--- src/rtl/pc_seq_pkg.sv ---
// Shared types and defaults for the fetch sequencer.
package pc_seq_pkg;

    // Sequencer states; StTrap is only reachable when the misalign trap is built in.
    typedef enum logic [1:0] {
        StBoot,
        StFetch,
        StIssue,
        StTrap
    } pc_state_e;

    localparam logic [31:0] DefaultResetPc = 32'h0000_0000;
    localparam logic [31:0] DefaultPcStep  = 32'd4;

endpackage

--- src/rtl/pc_sequencer_if.sv ---
// Instruction-memory fetch bus: req/addr from the sequencer, ack from memory.
interface pc_sequencer_if #(
    parameter int unsigned ADDR_W = 32
);
    logic              imem_req;
    logic [ADDR_W-1:0] imem_addr;
    logic              imem_ack;

    modport master (
        output imem_req,
        output imem_addr,
        input  imem_ack
    );

    modport slave (
        input  imem_req,
        input  imem_addr,
        output imem_ack
    );
endinterface

--- src/rtl/pc_sequencer.sv ---
// Fetch sequencer: owns the PC, issues one req/ack fetch per instruction and
// applies sequential advance, redirect and stall. All outputs are registered.
// Optional feature macro: PC_MISALIGN_TRAP_EN (misaligned redirect -> TRAP state).
module pc_sequencer
    import pc_seq_pkg::*;
#(
    parameter int unsigned       ADDR_W   = 32,
    parameter logic [ADDR_W-1:0] RESET_PC = ADDR_W'(DefaultResetPc),
    parameter logic [ADDR_W-1:0] PC_STEP  = ADDR_W'(DefaultPcStep)
) (
    input  logic               clk,
    input  logic               rst,
    input  logic               stall,
    input  logic               redirect_valid,
    input  logic [ADDR_W-1:0]  redirect_target,
    pc_sequencer_if.master     imem,
    output logic               instr_valid,
    output logic [ADDR_W-1:0]  pc_out,
    output logic               trap
);

    pc_state_e         state_q, state_d;
    logic [ADDR_W-1:0] pc_q, pc_d;
    logic [ADDR_W-1:0] pend_pc_q, pend_pc_d;
    logic              pend_q, pend_d;
    logic              req_q, req_d;
    logic              valid_q, valid_d;
    logic              trap_q, trap_d;

    logic [ADDR_W-1:0] tgt_load;
    logic              tgt_bad;
    logic              ack_seen;

    // Redirect target as it will be loaded, and whether it must trap.
    always_comb begin
`ifdef PC_MISALIGN_TRAP_EN
        tgt_load = redirect_target;
        tgt_bad  = |redirect_target[1:0];
`else
        tgt_load = redirect_target & ~ADDR_W'(3);
        tgt_bad  = 1'b0;
`endif
    end

    // An ack only counts while a request is actually outstanding.
    assign ack_seen = req_q & imem.imem_ack;

    // Next-state, next-PC and registered-output decisions.
    always_comb begin
        state_d   = state_q;
        pc_d      = pc_q;
        pend_d    = pend_q;
        pend_pc_d = pend_pc_q;
        req_d     = 1'b0;
        valid_d   = 1'b0;
        trap_d    = trap_q;

        case (state_q)
            StBoot: begin
                state_d = StFetch;
                req_d   = 1'b1;
            end

            StFetch: begin
                req_d = 1'b1;
                if (redirect_valid && tgt_bad) begin
                    state_d = StTrap;
                    pc_d    = tgt_load;
                    pend_d  = 1'b0;
                    req_d   = 1'b0;
                    trap_d  = 1'b1;
                end else if (redirect_valid) begin
                    if (ack_seen) begin
                        // Redirect beats the ack: drop response, refetch after a gap cycle.
                        pc_d   = tgt_load;
                        pend_d = 1'b0;
                        req_d  = 1'b0;
                    end else begin
                        // Fetch still in flight; remember the newest target.
                        pend_pc_d = tgt_load;
                        pend_d    = 1'b1;
                    end
                end else if (ack_seen) begin
                    if (pend_q) begin
                        pc_d   = pend_pc_q;
                        pend_d = 1'b0;
                        req_d  = 1'b0;
                    end else begin
                        state_d = StIssue;
                        valid_d = 1'b1;
                        req_d   = 1'b0;
                    end
                end
            end

            StIssue: begin
                if (redirect_valid && tgt_bad) begin
                    state_d = StTrap;
                    pc_d    = tgt_load;
                    trap_d  = 1'b1;
                end else if (redirect_valid) begin
                    state_d = StFetch;
                    pc_d    = tgt_load;
                    req_d   = 1'b1;
                end else if (!stall) begin
                    state_d = StFetch;
                    pc_d    = pc_q + PC_STEP;
                    req_d   = 1'b1;
                end
            end

`ifdef PC_MISALIGN_TRAP_EN
            StTrap: begin
                trap_d = 1'b1;
            end
`endif

            default: begin
                state_d = state_q;
            end
        endcase
    end

    // State and output registers; reset aborts any fetch immediately.
    always_ff @(posedge clk or posedge rst) begin
        if (rst) begin
            state_q   <= StBoot;
            pc_q      <= RESET_PC;
            pend_q    <= 1'b0;
            pend_pc_q <= '0;
            req_q     <= 1'b0;
            valid_q   <= 1'b0;
            trap_q    <= 1'b0;
        end else begin
            state_q   <= state_d;
            pc_q      <= pc_d;
            pend_q    <= pend_d;
            pend_pc_q <= pend_pc_d;
            req_q     <= req_d;
            valid_q   <= valid_d;
            trap_q    <= trap_d;
        end
    end

    assign imem.imem_req  = req_q;
    assign imem.imem_addr = pc_q;
    assign instr_valid    = valid_q;
    assign pc_out         = pc_q;
    assign trap           = trap_q;

endmodule

--- src/flat_wrapper.sv ---
// flat-port wrapper written by rule: the top's interface ports become plain ports
module pc_sequencer_flat import pc_seq_pkg::*;
#(
    parameter int unsigned       ADDR_W   = 32,
    parameter logic [ADDR_W-1:0] RESET_PC = ADDR_W'(DefaultResetPc),
    parameter logic [ADDR_W-1:0] PC_STEP  = ADDR_W'(DefaultPcStep)
)
  (clk, rst, stall, redirect_valid, redirect_target, instr_valid, pc_out, trap, imem_imem_req, imem_imem_addr, imem_imem_ack);
  pc_sequencer_if #(.ADDR_W(ADDR_W)) imem_i ();
  input  logic clk;
  input  logic rst;
  input  logic stall;
  input  logic redirect_valid;
  input  logic [ADDR_W-1:0] redirect_target;
  output logic instr_valid;
  output logic [ADDR_W-1:0] pc_out;
  output logic trap;
  output wire logic [$bits(imem_i.imem_req)-1:0] imem_imem_req;
  output wire logic [$bits(imem_i.imem_addr)-1:0] imem_imem_addr;
  input wire logic [$bits(imem_i.imem_ack)-1:0] imem_imem_ack;
  assign imem_imem_req = imem_i.imem_req;
  assign imem_imem_addr = imem_i.imem_addr;
  assign imem_i.imem_ack = imem_imem_ack;
  pc_sequencer #(.ADDR_W(ADDR_W), .RESET_PC(RESET_PC), .PC_STEP(PC_STEP)) u_core (.clk(clk), .rst(rst), .stall(stall), .redirect_valid(redirect_valid), .redirect_target(redirect_target), .imem(imem_i), .instr_valid(instr_valid), .pc_out(pc_out), .trap(trap));
endmodule
--- config.mk ---
export PLATFORM = sky130hd
export DESIGN_NAME = pc_sequencer_flat
export DESIGN_NICKNAME = d
export VERILOG_FILES = /design/src/rtl/pc_seq_pkg.sv /design/src/rtl/pc_sequencer_if.sv /design/src/rtl/pc_sequencer.sv /design/src/flat_wrapper.sv
export SDC_FILE = /design/constraint.sdc
export NUM_CORES = 1
export LEC_CHECK = 0
export BUFFER_PORTS_ARGS = -buffer_cell sky130_fd_sc_hd__buf_2
export CORE_MARGIN = 1
export CORE_UTILIZATION = 50
export DETAILED_ROUTE_END_ITERATION = 16
export GPL_TIMING_DRIVEN = 1
export PLACE_DENSITY = 0.78
export SLEW_MARGIN = 10
export SYNTH_ARGS = -nofsm -noshare
export SYNTH_HDL_FRONTEND = slang
export SYNTH_SLANG_ARGS = --single-unit
--- constraint.sdc ---
create_clock -name clk -period 5.5 [get_ports clk]
set_input_delay 1.1 -clock clk [delete_from_list [all_inputs] [get_ports clk]]
set_output_delay 1.1 -clock clk [all_outputs]
set_load 0.02 [all_outputs]
==> results_tabular.tex <==
\begin{tabular}{lr}
\hline
Metric & Value \\
\hline
\multicolumn{2}{l}{\textbf{STA}} \\
\quad Post-Route Skew & 11.4 ps \\
\quad Final number of hold-violating endpoints & 0 \\
\quad Slew headroom & 37.4\% \\
\quad Maximum clock frequency & 0.329 GHz \\
\quad Final hold slack & 503 ps \\
\quad Unrepaired setup endpoints after global routing & false \\
\quad Worst slew pin tran & 939 ps \\
\quad Setup total negative slack & 0 ps \\
\quad Final worst-path cycle share & 55.3\% \\
\quad Endpoints failing setup & 0 \\
\quad Final count of pins violating max slew & 0 \\
\quad Fin crit period & 3040 ps \\
\multicolumn{2}{l}{\textbf{CTS}} \\
\quad TritonCTS clock tree & done \\
\quad Cts-stage hold buffer count & 0 \\
\quad Number of buffers inserted by post-CTS setup repair & 0 \\
\quad Maximum clock insertion buffer count & 2 \\
\quad Cell chosen for the clock root & sky130\_fd\_sc\_hd\_\_clkbuf\_8 \\
\quad Number of sinks on the clock net & 65 \\
\quad Maximum level of the CTS H-tree & 3 \\
\quad Cells resized by post-CTS repair & 0 \\
\quad Total CTS buffers & 9 \\
\quad Source-to-sink clock delay at the later pin of the worst-skew pair & 350 ps \\
\quad Clock transition time at the flip-flop clock pins of the worst setup and hold paths & 70 ps \\
\multicolumn{2}{l}{\textbf{Floorplan}} \\
\quad Core Rows & 32 \\
\quad Number of I/O pins & 104 \\
\quad Placeable Area & 7770 sq um \\
\quad Die area & 8460 sq um \\
\quad Initial Utilization & 52.1\% \\
\quad Die width & 92 um \\
\quad Y dimension of the die & 92 um \\
\multicolumn{2}{l}{\textbf{Logic synthesis}} \\
\quad Share of synthesized flip-flops with an asynchronous set or reset & 100\% \\
\quad Cell type with the largest total area after synthesis & sky130\_fd\_sc\_hd\_\_dfrtp\_1 \\
\quad EDFF count, synth & 0 \\
\quad Yosys cell types & 58 \\
\quad Commonest register cell after synthesis & sky130\_fd\_sc\_hd\_\_dfrtp\_1 \\
\quad Post-synthesis sequential area ratio & 40.2\% \\
\quad Per-instance average area after synthesis & 9.20 sq um \\
\quad Combined area of all synthesized cells & 4050 sq um \\
\quad Number of instances in the synthesized netlist & 440 \\
\quad Commonest cells in the synthesized netlist & 65 x sky130\_fd\_sc\_hd\_\_dfrtp\_1, 53 x sky130\_fd\_sc\_hd\_\_o21ai\_0, 46 x sky130\_fd\_sc\_hd\_\_nand2\_1 \\
\quad Area share of the largest cell type after synthesis & 40.2\% \\
\quad Number of warning messages in the yosys log & 0 \\
\quad Most frequently used cell type in the post-synthesis netlist & sky130\_fd\_sc\_hd\_\_dfrtp\_1 \\
\quad Cells taking the most area after synthesis & sky130\_fd\_sc\_hd\_\_dfrtp\_1 40\%, sky130\_fd\_sc\_hd\_\_mux2\_2 8.3\%, sky130\_fd\_sc\_hd\_\_buf\_4 6.9\% \\
\quad Register bit count reported by yosys & 65 \\
\multicolumn{2}{l}{\textbf{Setup path}} \\
\quad CP startpoint kind & input pin \\
\quad Type of the worst setup path & in -> reg \\
\quad Highest net fanout along the worst path & 56 \\
\quad Worst path required time & 5690 ps \\
\quad Nature of the critical path endpoint & flip-flop \\
\quad Critical path data arrival time & 3240 ps \\
\multicolumn{2}{l}{\textbf{Place}} \\
\quad Placed insts & 584 \\
\quad Count of input and output buffers & 96 \\
\quad Weighted congestion at the end of routability-driven global placement & 0.803 \\
\quad Dpl hpwl & 6390 um \\
\multicolumn{2}{l}{\textbf{Global route}} \\
\quad Remaining Overflow, GRT & 0 \\
\quad Total routing resource utilization after global routing & 23.8\% \\
\quad Number of antenna violations at the first check in global routing & 0 \\
\quad Largest net degree at the start of global routing & 66 \\
\quad Number of global-route vias before repair & 3185 \\
\quad Wire length of the first global-routing pass & 15900 um \\
\multicolumn{2}{l}{\textbf{Power}} \\
\quad IR drop worst, VDD & 0.000106 V \\
\quad Total Power Consumption & 1040 uW \\
\quad Static power due to leakage & 0.00215 uW \\
\quad Power per Cell Area & 234 nW/um\^{}2 \\
\multicolumn{2}{l}{\textbf{Routing}} \\
\quad WL/cell & 16.5 um \\
\quad Via/cell ratio & 5.86 \\
\quad Count of TritonRoute iterations in the first routing pass & 4 \\
\quad Number of DRC violations after detailed-routing iteration 0 & 308 \\
\quad Detail Route Antenna Nets & 0 \\
\quad Detailed-route DRC error count & 0 \\
\quad Routed WL & 9930 um \\
\quad Vias after detailed routing & 3514 \\
\multicolumn{2}{l}{\textbf{Layout}} \\
\quad Share of layout cells above drive strength 1 & 31.9\% \\
\quad Area growth, synth to finish & 9.61\% \\
\quad Count of placed standard cells in the final layout, fillers left out & 600 \\
\quad Count of antenna diodes in the layout & 0 \\
\quad Final Net Count & 531 \\
\quad Fillcell total & 720 \\
\multicolumn{2}{l}{\textbf{Run status}} \\
\quad Result of the run & finished, final reports clean \\
\multicolumn{2}{l}{\textbf{Worst hold path}} \\
\quad Hold Crit Class & reg -> reg \\
\multicolumn{2}{l}{\textbf{Flow run}} \\
\quad Max-cap violations & 0 \\
\hline
\end{tabular}
## flip-flops by register name, summed over array words and instances (netlist names)
register               count
u_core.imem.imem_addr     30
u_core.pend_pc_q          30
u_core.pend_q              1
u_core.imem.imem_req       1
u_core.state_q             2
u_core.instr_valid         1
## final cells by class
| type | instances | area (sq um) | share of cell area, % |
|---|---|---|---|
| flip-flops and latches | 65 | 1630 | 36.6 |
| repair buffers | 101 | 518 | 11.7 |
| clock inverters | 2 | 10.0 | 0.225 |
| clock buffers | 14 | 183 | 4.11 |
| multi-input cells | 304 | 1930 | 43.5 |
| well taps | 102 | 128 | 2.87 |
| inverters | 12 | 45.0 | 1.01 |
## stage by stage
| stage | setup WS [ps] | instance area (sq um) | util [%] |
|---|---|---|---|
| after floorplan | 2770 | 4070 | - |
| after global placement | 2170 | 4250 | 54.7 |
| after detailed placement | 2090 | 4250 | 54.7 |
| after CTS | 2460 | 4440 | 57.2 |
| after global routing | 2220 | 4440 | 57.2 |
| final | 2460 | 4440 | 57.2 |
## final timing paths
path / slack, ps / startpoint / to / cells after the start
max: 2460 / redirect_valid / u_core.imem.imem_addr[15] / 6
min: 500 / u_core.pend_pc_q[15] / u_core.pend_pc_q[15] / 1
max reg2reg: 3160 / u_core.imem.imem_addr[2] / u_core.imem.imem_addr[26] / 6
min reg2reg: 500 / u_core.pend_pc_q[15] / u_core.pend_pc_q[15] / 1
max in group asynchronous: 3930 / rst / u_core.pend_pc_q[4] / 3
min in group asynchronous: 980 / rst / u_core.imem.imem_addr[12] / 3
## power by group
part           total, uW  internal, uW  leakage, uW  switching, uW
Clock                398           212     0.000102            186
Combinational        127          43.0      0.00119           84.2
Sequential           515           490     0.000857           25.2
Total               1040           745      0.00215            295
## worst max-delay path, stage by stage
cell	delay (ps)
sky130_fd_sc_hd__buf_2	700
sky130_fd_sc_hd__inv_1	590
sky130_fd_sc_hd__o21ai_0	380
sky130_fd_sc_hd__nor2_1	80
sky130_fd_sc_hd__a221oi_1	260
sky130_fd_sc_hd__o21ai_0	100
## layer usage
layer  vias up  routed length [um]  track usage, %
met3        10                 587            3.23
met1      1702                4420            32.1
li1       1664                   -               -
met5         -                   0               0
met4         0                 117            8.72
met2       138                4810            39.2
## cell usage in the layout (no fill, tap or decap), types with 6 or more instances in the layout
cell,count
sky130_fd_sc_hd__inv_1,11
sky130_fd_sc_hd__nor3_1,9
sky130_fd_sc_hd__a211oi_1,6
sky130_fd_sc_hd__o21ai_0,53
sky130_fd_sc_hd__and3_1,12
sky130_fd_sc_hd__nor2_1,26
sky130_fd_sc_hd__nand3_1,13
sky130_fd_sc_hd__a21oi_1,17
sky130_fd_sc_hd__a221oi_1,6
sky130_fd_sc_hd__buf_2,96
sky130_fd_sc_hd__nand2_1,46
sky130_fd_sc_hd__a31oi_1,17
sky130_fd_sc_hd__dfrtp_1,65
sky130_fd_sc_hd__mux2_2,30
sky130_fd_sc_hd__clkbuf_8,13
## cell families after synthesis
kind of cell | share of synthesized area [%]
buf+inv | 12.6
xor+xnor | 0.865
mux | 8.34
other cells | 0.0926
simple gates | 17.8
fa+ha+maj | 0.309
compound gates | 19.9
flops | 40.2
Note: power is estimated with default switching activity, not from simulation.
